**config.mk**
```make
export PLATFORM = sky130hd
export DESIGN_NAME = uart_echo_fifo_flat
export DESIGN_NICKNAME = d
export VERILOG_FILES = /design/src/rtl/uart_echo_fifo_if.sv /design/src/rtl/uart_echo_fifo.sv /design/src/flat_wrapper.sv
export SDC_FILE = /design/constraint.sdc
export NUM_CORES = 1
export LEC_CHECK = 0
export CAP_MARGIN = 15
export CORE_ASPECT_RATIO = 1.5
export CORE_MARGIN = 3
export CORE_UTILIZATION = 50
export CTS_CLUSTER_SIZE = 24
export DETAILED_ROUTE_END_ITERATION = 8
export PLACE_DENSITY = 0.67
export SETUP_SLACK_MARGIN = 0.02
export SYNTH_ARGS = -nofsm -noshare
export SYNTH_HDL_FRONTEND = slang
export SYNTH_SLANG_ARGS = --single-unit
```
**constraint.sdc**
```tcl
create_clock -name clk -period 2.9 [get_ports clk]
set_input_delay 0.435 -clock clk [delete_from_list [all_inputs] [get_ports clk]]
set_output_delay 0.435 -clock clk [all_outputs]
set_load 0.005 [all_outputs]
```
**src/rtl/uart_echo_fifo_if.sv**
```systemverilog
// rtl/uart_echo_fifo_if.sv - serial-side and status signals of the UART echo endpoint
interface uart_echo_fifo_if #(
  parameter int DEPTH = 16
) ();
  localparam int LW = $clog2(DEPTH + 1);

  logic          rx;
  logic          hold;
  logic          tx;
  logic          err;
  logic          ovf;
  logic [LW-1:0] level;

  modport master (output rx, hold, input tx, err, ovf, level);
  modport slave  (input rx, hold, output tx, err, ovf, level);
endinterface

```
**src/rtl/uart_echo_fifo.sv**
```systemverilog
// rtl/uart_echo_fifo.sv - UART loopback that echoes received frames through a FIFO
// Optional UART_ECHO_UPCASE_EN folds a..z to A..Z when a byte is loaded for transmit.
module uart_echo_fifo #(
  parameter int DIV_RATIO = 868,
  parameter int DATA_BITS = 8,
  parameter int DEPTH     = 16
) (
  input  logic            clk,
  input  logic            rst,
  uart_echo_fifo_if.slave bus
);
  localparam int CW = $clog2(DIV_RATIO);
  localparam int BW = $clog2(DATA_BITS);
  localparam int PW = $clog2(DEPTH);
  localparam int LW = $clog2(DEPTH + 1);
  localparam logic [CW-1:0] DIV_LAST  = CW'(DIV_RATIO - 1);
  localparam logic [CW-1:0] HALF_LAST = CW'(DIV_RATIO / 2 - 1);
  localparam logic [BW-1:0] BIT_LAST  = BW'(DATA_BITS - 1);
  localparam logic [LW-1:0] FULL      = LW'(DEPTH);

  typedef enum logic [1:0] {S_IDLE, S_START, S_DATA, S_STOP} state_t;

  logic                 rx_s1, rx_s2, rx_d;
  state_t               rx_state, rx_next;
  logic [CW-1:0]        rx_cnt;
  logic [BW-1:0]        rx_bits;
  logic [DATA_BITS-1:0] rx_sh;
  logic                 rx_half, rx_tick;
  logic                 push_req, err_q;

  logic [DATA_BITS-1:0] mem [DEPTH];
  logic [PW-1:0]        wptr, rptr;
  logic [LW-1:0]        level_q;
  logic                 full, do_push, pop, ovf_q;

  state_t               tx_state, tx_next;
  logic [CW-1:0]        tx_cnt;
  logic [BW-1:0]        tx_bits;
  logic [DATA_BITS-1:0] tx_sh, head, load_data;
  logic                 tx_tick, tx_q;

  // rx_d lags the synchronised line so a start needs a genuine high-to-low edge
  always_ff @(posedge clk or negedge rst) begin
    if (!rst) begin
      rx_s1 <= 1'b1;
      rx_s2 <= 1'b1;
      rx_d  <= 1'b1;
    end else begin
      rx_s1 <= bus.rx;
      rx_s2 <= rx_s1;
      rx_d  <= rx_s2;
    end
  end

  assign rx_half = (rx_cnt == HALF_LAST);
  assign rx_tick = (rx_cnt == DIV_LAST);

  always_comb begin
    rx_next = rx_state;
    case (rx_state)
      S_IDLE:  if (rx_d && !rx_s2) rx_next = S_START;
      S_START: if (rx_half) rx_next = rx_s2 ? S_IDLE : S_DATA;
      S_DATA:  if (rx_tick && rx_bits == BIT_LAST) rx_next = S_STOP;
      S_STOP:  if (rx_tick) rx_next = S_IDLE;
      default: rx_next = S_IDLE;
    endcase
  end

  always_ff @(posedge clk or negedge rst) begin
    if (!rst) begin
      rx_state <= S_IDLE;
      rx_cnt   <= '0;
      rx_bits  <= '0;
      rx_sh    <= '0;
      push_req <= 1'b0;
      err_q    <= 1'b0;
    end else begin
      rx_state <= rx_next;
      push_req <= 1'b0;
      if (rx_state == S_IDLE || rx_next != rx_state || rx_tick) rx_cnt <= '0;
      else rx_cnt <= rx_cnt + 1'b1;
      if (rx_state == S_START) rx_bits <= '0;
      if (rx_state == S_DATA && rx_tick) begin
        rx_sh   <= {rx_s2, rx_sh[DATA_BITS-1:1]};
        rx_bits <= rx_bits + 1'b1;
      end
      if (rx_state == S_STOP && rx_tick) begin
        if (rx_s2) push_req <= 1'b1;
        else       err_q    <= 1'b1;
      end
    end
  end

  // A simultaneous pop frees the slot, so a push into a full FIFO still lands
  assign full    = (level_q == FULL);
  assign do_push = push_req && (!full || pop);

  always_ff @(posedge clk or negedge rst) begin
    if (!rst) begin
      wptr    <= '0;
      rptr    <= '0;
      level_q <= '0;
      ovf_q   <= 1'b0;
    end else begin
      if (do_push) wptr <= wptr + 1'b1;
      if (pop)     rptr <= rptr + 1'b1;
      if (push_req && full && !pop) ovf_q <= 1'b1;
      case ({do_push, pop})
        2'b10:   level_q <= level_q + 1'b1;
        2'b01:   level_q <= level_q - 1'b1;
        default: level_q <= level_q;
      endcase
    end
  end

  always_ff @(posedge clk) begin
    if (do_push) mem[wptr] <= rx_sh;
  end

  assign head = mem[rptr];

`ifdef UART_ECHO_UPCASE_EN
  generate
    if (DATA_BITS == 8) begin : g_upcase
      always_comb begin
        load_data = head;
        if (head >= 8'h61 && head <= 8'h7A) load_data = head & 8'hDF;
      end
    end else begin : g_raw
      assign load_data = head;
    end
  endgenerate
`else
  assign load_data = head;
`endif

  assign tx_tick = (tx_cnt == DIV_LAST);

  always_comb begin
    tx_next = tx_state;
    pop     = 1'b0;
    case (tx_state)
      S_IDLE: begin
        if (level_q != '0 && !bus.hold) begin
          pop     = 1'b1;
          tx_next = S_START;
        end
      end
      S_START: if (tx_tick) tx_next = S_DATA;
      S_DATA:  if (tx_tick && tx_bits == BIT_LAST) tx_next = S_STOP;
      S_STOP:  if (tx_tick) tx_next = S_IDLE;
      default: tx_next = S_IDLE;
    endcase
  end

  // tx_q is a registered copy of the current bit, so the line trails the FSM by one cycle
  always_ff @(posedge clk or negedge rst) begin
    if (!rst) begin
      tx_state <= S_IDLE;
      tx_cnt   <= '0;
      tx_bits  <= '0;
      tx_sh    <= '0;
      tx_q     <= 1'b1;
    end else begin
      tx_state <= tx_next;
      if (tx_state == S_IDLE || tx_tick) tx_cnt <= '0;
      else tx_cnt <= tx_cnt + 1'b1;
      if (pop) begin
        tx_sh   <= load_data;
        tx_bits <= '0;
      end else if (tx_state == S_DATA && tx_tick) begin
        tx_sh   <= tx_sh >> 1;
        tx_bits <= tx_bits + 1'b1;
      end
      case (tx_state)
        S_START: tx_q <= 1'b0;
        S_DATA:  tx_q <= tx_sh[0];
        default: tx_q <= 1'b1;
      endcase
    end
  end

  assign bus.tx    = tx_q;
  assign bus.err   = err_q;
  assign bus.ovf   = ovf_q;
  assign bus.level = level_q;
endmodule

```
**src/flat_wrapper.sv**
```systemverilog
// flat-port wrapper written by rule: the top's interface ports become plain ports
module uart_echo_fifo_flat 
#(
  parameter int DIV_RATIO = 868,
  parameter int DATA_BITS = 8,
  parameter int DEPTH     = 16
)
  (clk, rst, bus_rx, bus_hold, bus_tx, bus_err, bus_ovf, bus_level);
  uart_echo_fifo_if #(.DEPTH(DEPTH)) bus_i ();
  input  logic clk;
  input  logic rst;
  input wire logic [$bits(bus_i.rx)-1:0] bus_rx;
  input wire logic [$bits(bus_i.hold)-1:0] bus_hold;
  output wire logic [$bits(bus_i.tx)-1:0] bus_tx;
  output wire logic [$bits(bus_i.err)-1:0] bus_err;
  output wire logic [$bits(bus_i.ovf)-1:0] bus_ovf;
  output wire logic [$bits(bus_i.level)-1:0] bus_level;
  assign bus_i.rx = bus_rx;
  assign bus_i.hold = bus_hold;
  assign bus_tx = bus_i.tx;
  assign bus_err = bus_i.err;
  assign bus_ovf = bus_i.ovf;
  assign bus_level = bus_i.level;
  uart_echo_fifo #(.DIV_RATIO(DIV_RATIO), .DATA_BITS(DATA_BITS), .DEPTH(DEPTH)) u_core (.clk(clk), .rst(rst), .bus(bus_i));
endmodule
```
==> out/qor.yml <==
grt_setup_unrepaired: "no"
num_rows: 56
skew_ps: 10.5
ys.warnings.count: 0
syn-instance-count: 498
drc: 0
io_pins: 12
die_y_um: 163
cts_buffers: 17
netlist_area_um2: 8170
yosysMostFrequentCell: "edfxtp_1"
hold_viol: 0
final_layout_size_suffix_gt1_share_pct: 21.8
instances_no_fill: 748
syn_nets: 524
tritoncts: "done"
slew_headroom_pct: 36.7
crit_fanout: 6
drv_cap: 0
placed_area_um2: 8650
start_util_pct: 51.6
ir_drop_mv: 0.394
regArea_um2: 5500
slew_violations: 0
path_class: "flop to flop"
cts-root-buf: "clkbuf_16"
synth_top_area_share_pct: 47.0
cp-end-kind: "flop"
grt_pass1_vias: 4412
holdWs_ps: 7.45
area.growth.synth_to_final_pct: 12.8
tightestPinTransition_ps: 950
fin_crit_ps: 2740
htree_levels: 4
synth_top_family_by_area: "multiplexers"
synth-simple-area-share_pct: 7.57
fmax_mhz: 365
dieArea_um2: 17900
synth_area_leaders: "edfxtp_1, dfrtp_1, mux4_2"
final_cell_area_um2: 9220
clk_latency_ps: 430
die_w_um: 110
wl_per_cell_um: 20.5
status: "complete, no violations"
worst_ep_arrival_time_ps: 3030
drt_iter0_markers: 327
synth_seq_cells: 194
clock_path_buffers: 2
clk_pin_slew_ps: 70
muxShareOfSynthArea_pct: 12.3
place_inst: 716
ys_types: 52
setup.worst_path.start_class: "flop"
setup_viol: 0
yosysTopAreaCell: "edfxtp_1"
critPathRequiredTime_ps: 3200
p_per_area_nw_per_um2: 586
ant_nets: 0
dr.pass1.iters: 4
fillCellCount: 1219
overflow: 0
pre_cts_slack_ps: 103
antenna_found_initial: 0
fin_ws_ps: 163
core_area_um2: 15800
fin_tns_setup_ps: 0
via_per_inst: 5.75
routed-via-count: 4301
antenna_cells: 0
routed_wl_mm: 15.3
worstHoldPathType: "input pin to asynchronous set/reset pin"
synth_xor_area_share_pct: 2.89
port_buffers: 11
multi_input_area_um2: 2510
place_hpwl_mm: 10.2
synth_async_sr_flop_share_pct: 34.0
cts_sinks: 194
hold_buffers: 0
grt_max_degree: 67
post-route-period-util_pct: 94.4
fin_nets: 558
cts-resized-gates: 0
yosys.area_share.adder_pct: 3.46
syn_area_per_cell_um2: 16.4
synth_flop_cell: "edfxtp_1"
grt_pass1_wl_mm: 24.6
post-cts-setup-buffers: 0
synth-compound-area-share_pct: 4.55
synth_edf_count: 128
leakagePower_uw: 0.00374
ys_seq_area_share_pct: 67.3
yosys-top-cells-count: "edfxtp_1, dfrtp_1, nor2_1, mux4_2, ha_1"
grt_use_total_pct: 18.7
gp_congestion: 0.810
[layout make-up]
cell class,count,share of cell area [%]
multi-input combinational,269,27.3
timing repair buffer,35,3.50
sequential,194,59.7
inverter,15,0.611
clock buffer,18,4.66
clock inverter,14,1.53
tap,203,2.76
[layout by cell type (no fill, tap or decap), types with 6 or more instances in the layout]
master and count:
and2_1 6, xnor2_1 14, nand3_1 8, buf_4 21
a221oi_1 9, nor2b_1 11, a211oi_1 9, nor2_1 34
clkbuf_16 17, o21ai_0 7, nand4_1 6, mux2i_1 17
mux4_2 32, inv_1 14, clkdlybuf4s50_1 10, ha_1 21
dfrtp_1 61, nand2_1 16, mux2_2 10, edfxtp_1 128
xor2_1 13
[state kept, by name (all words and copies together), names as in the netlist]
signal / flops
u_core.rptr: 4
u_core.push_req: 1
u_core.wptr: 4
u_core.tx_state: 2
u_core.rx_s1: 1
u_core.rx_d: 1
u_core.bus.err: 1
u_core.tx_cnt: 10
u_core.bus.ovf: 1
u_core.bus.tx: 1
u_core.rx_state: 2
u_core.rx_sh: 8
u_core.rx_bits: 3
u_core.tx_bits: 3
u_core.mem: 128
u_core.bus.level: 5
u_core.rx_s2: 1
u_core.rx_cnt: 10
u_core.tx_sh: 8
[metrics by stage]
| stage | total power (uW) | utilization, % |
|---|---|---|
| final | 5400 | 58.2 |
| after detailed placement | 3240 | 54.6 |
| after global placement | 3220 | 54.6 |
| after CTS | 5460 | 58.2 |
| after global routing | 5610 | 58.2 |
| after floorplan | 3180 | - |
[power by group]
group          internal (uW)  leakage, uW  switching (uW)
sequential              2970      0.00229            63.1
clock                   1150     0.000278            1080
combinational           63.7      0.00117            72.3
total                   4180      0.00374            1220
[critical path, cell delays in order (launching register included)]
cell     delay, ps
dfrtp_1        380
or4_4          570
o31a_4         350
inv_2          110
ha_1           220
buf_4          150
ha_1           230
a21o_2         210
a21oi_1        160
xor2_1         140
o21ai_0         80
[cell families after synthesis]
logic type	after synthesis
xor gates and xnor gates	27
adders and majority gates	22
AOI/OAI and AO/OA	49
muxes	59
DFF	194
and+or+nand+nor	112
buffers and inverters	35
[final timing paths]
path | startpoint | end | slack (ps) | depth (start not counted)
worst max-delay path | u_core.bus.level[1] | u_core.bus.level[3] | 160 | 10
worst min-delay path | rst | u_core.tx_cnt[6] | 7 | 2
worst max register to register | u_core.bus.level[1] | u_core.bus.level[3] | 160 | 10
worst min register to register | u_core.rx_s1 | u_core.rx_s2 | 360 | 0
max in group asynchronous | rst | u_core.bus.tx | 2550 | 2
min in group clk | u_core.rx_s1 | u_core.rx_s2 | 360 | 0
[routing by layer]
metal | share of wire (%) | vias to the layer above | global-route usage, %
met1 | 40 | 2227 | 23.9
met2 | 54 | 77 | 31.6
met5 | 0 | - | 0
li1 | - | 1980 | -
met3 | 4.0 | 17 | 3.41
met4 | 2.0 | 0 | 6.89
(Power assumes the default switching activity.)
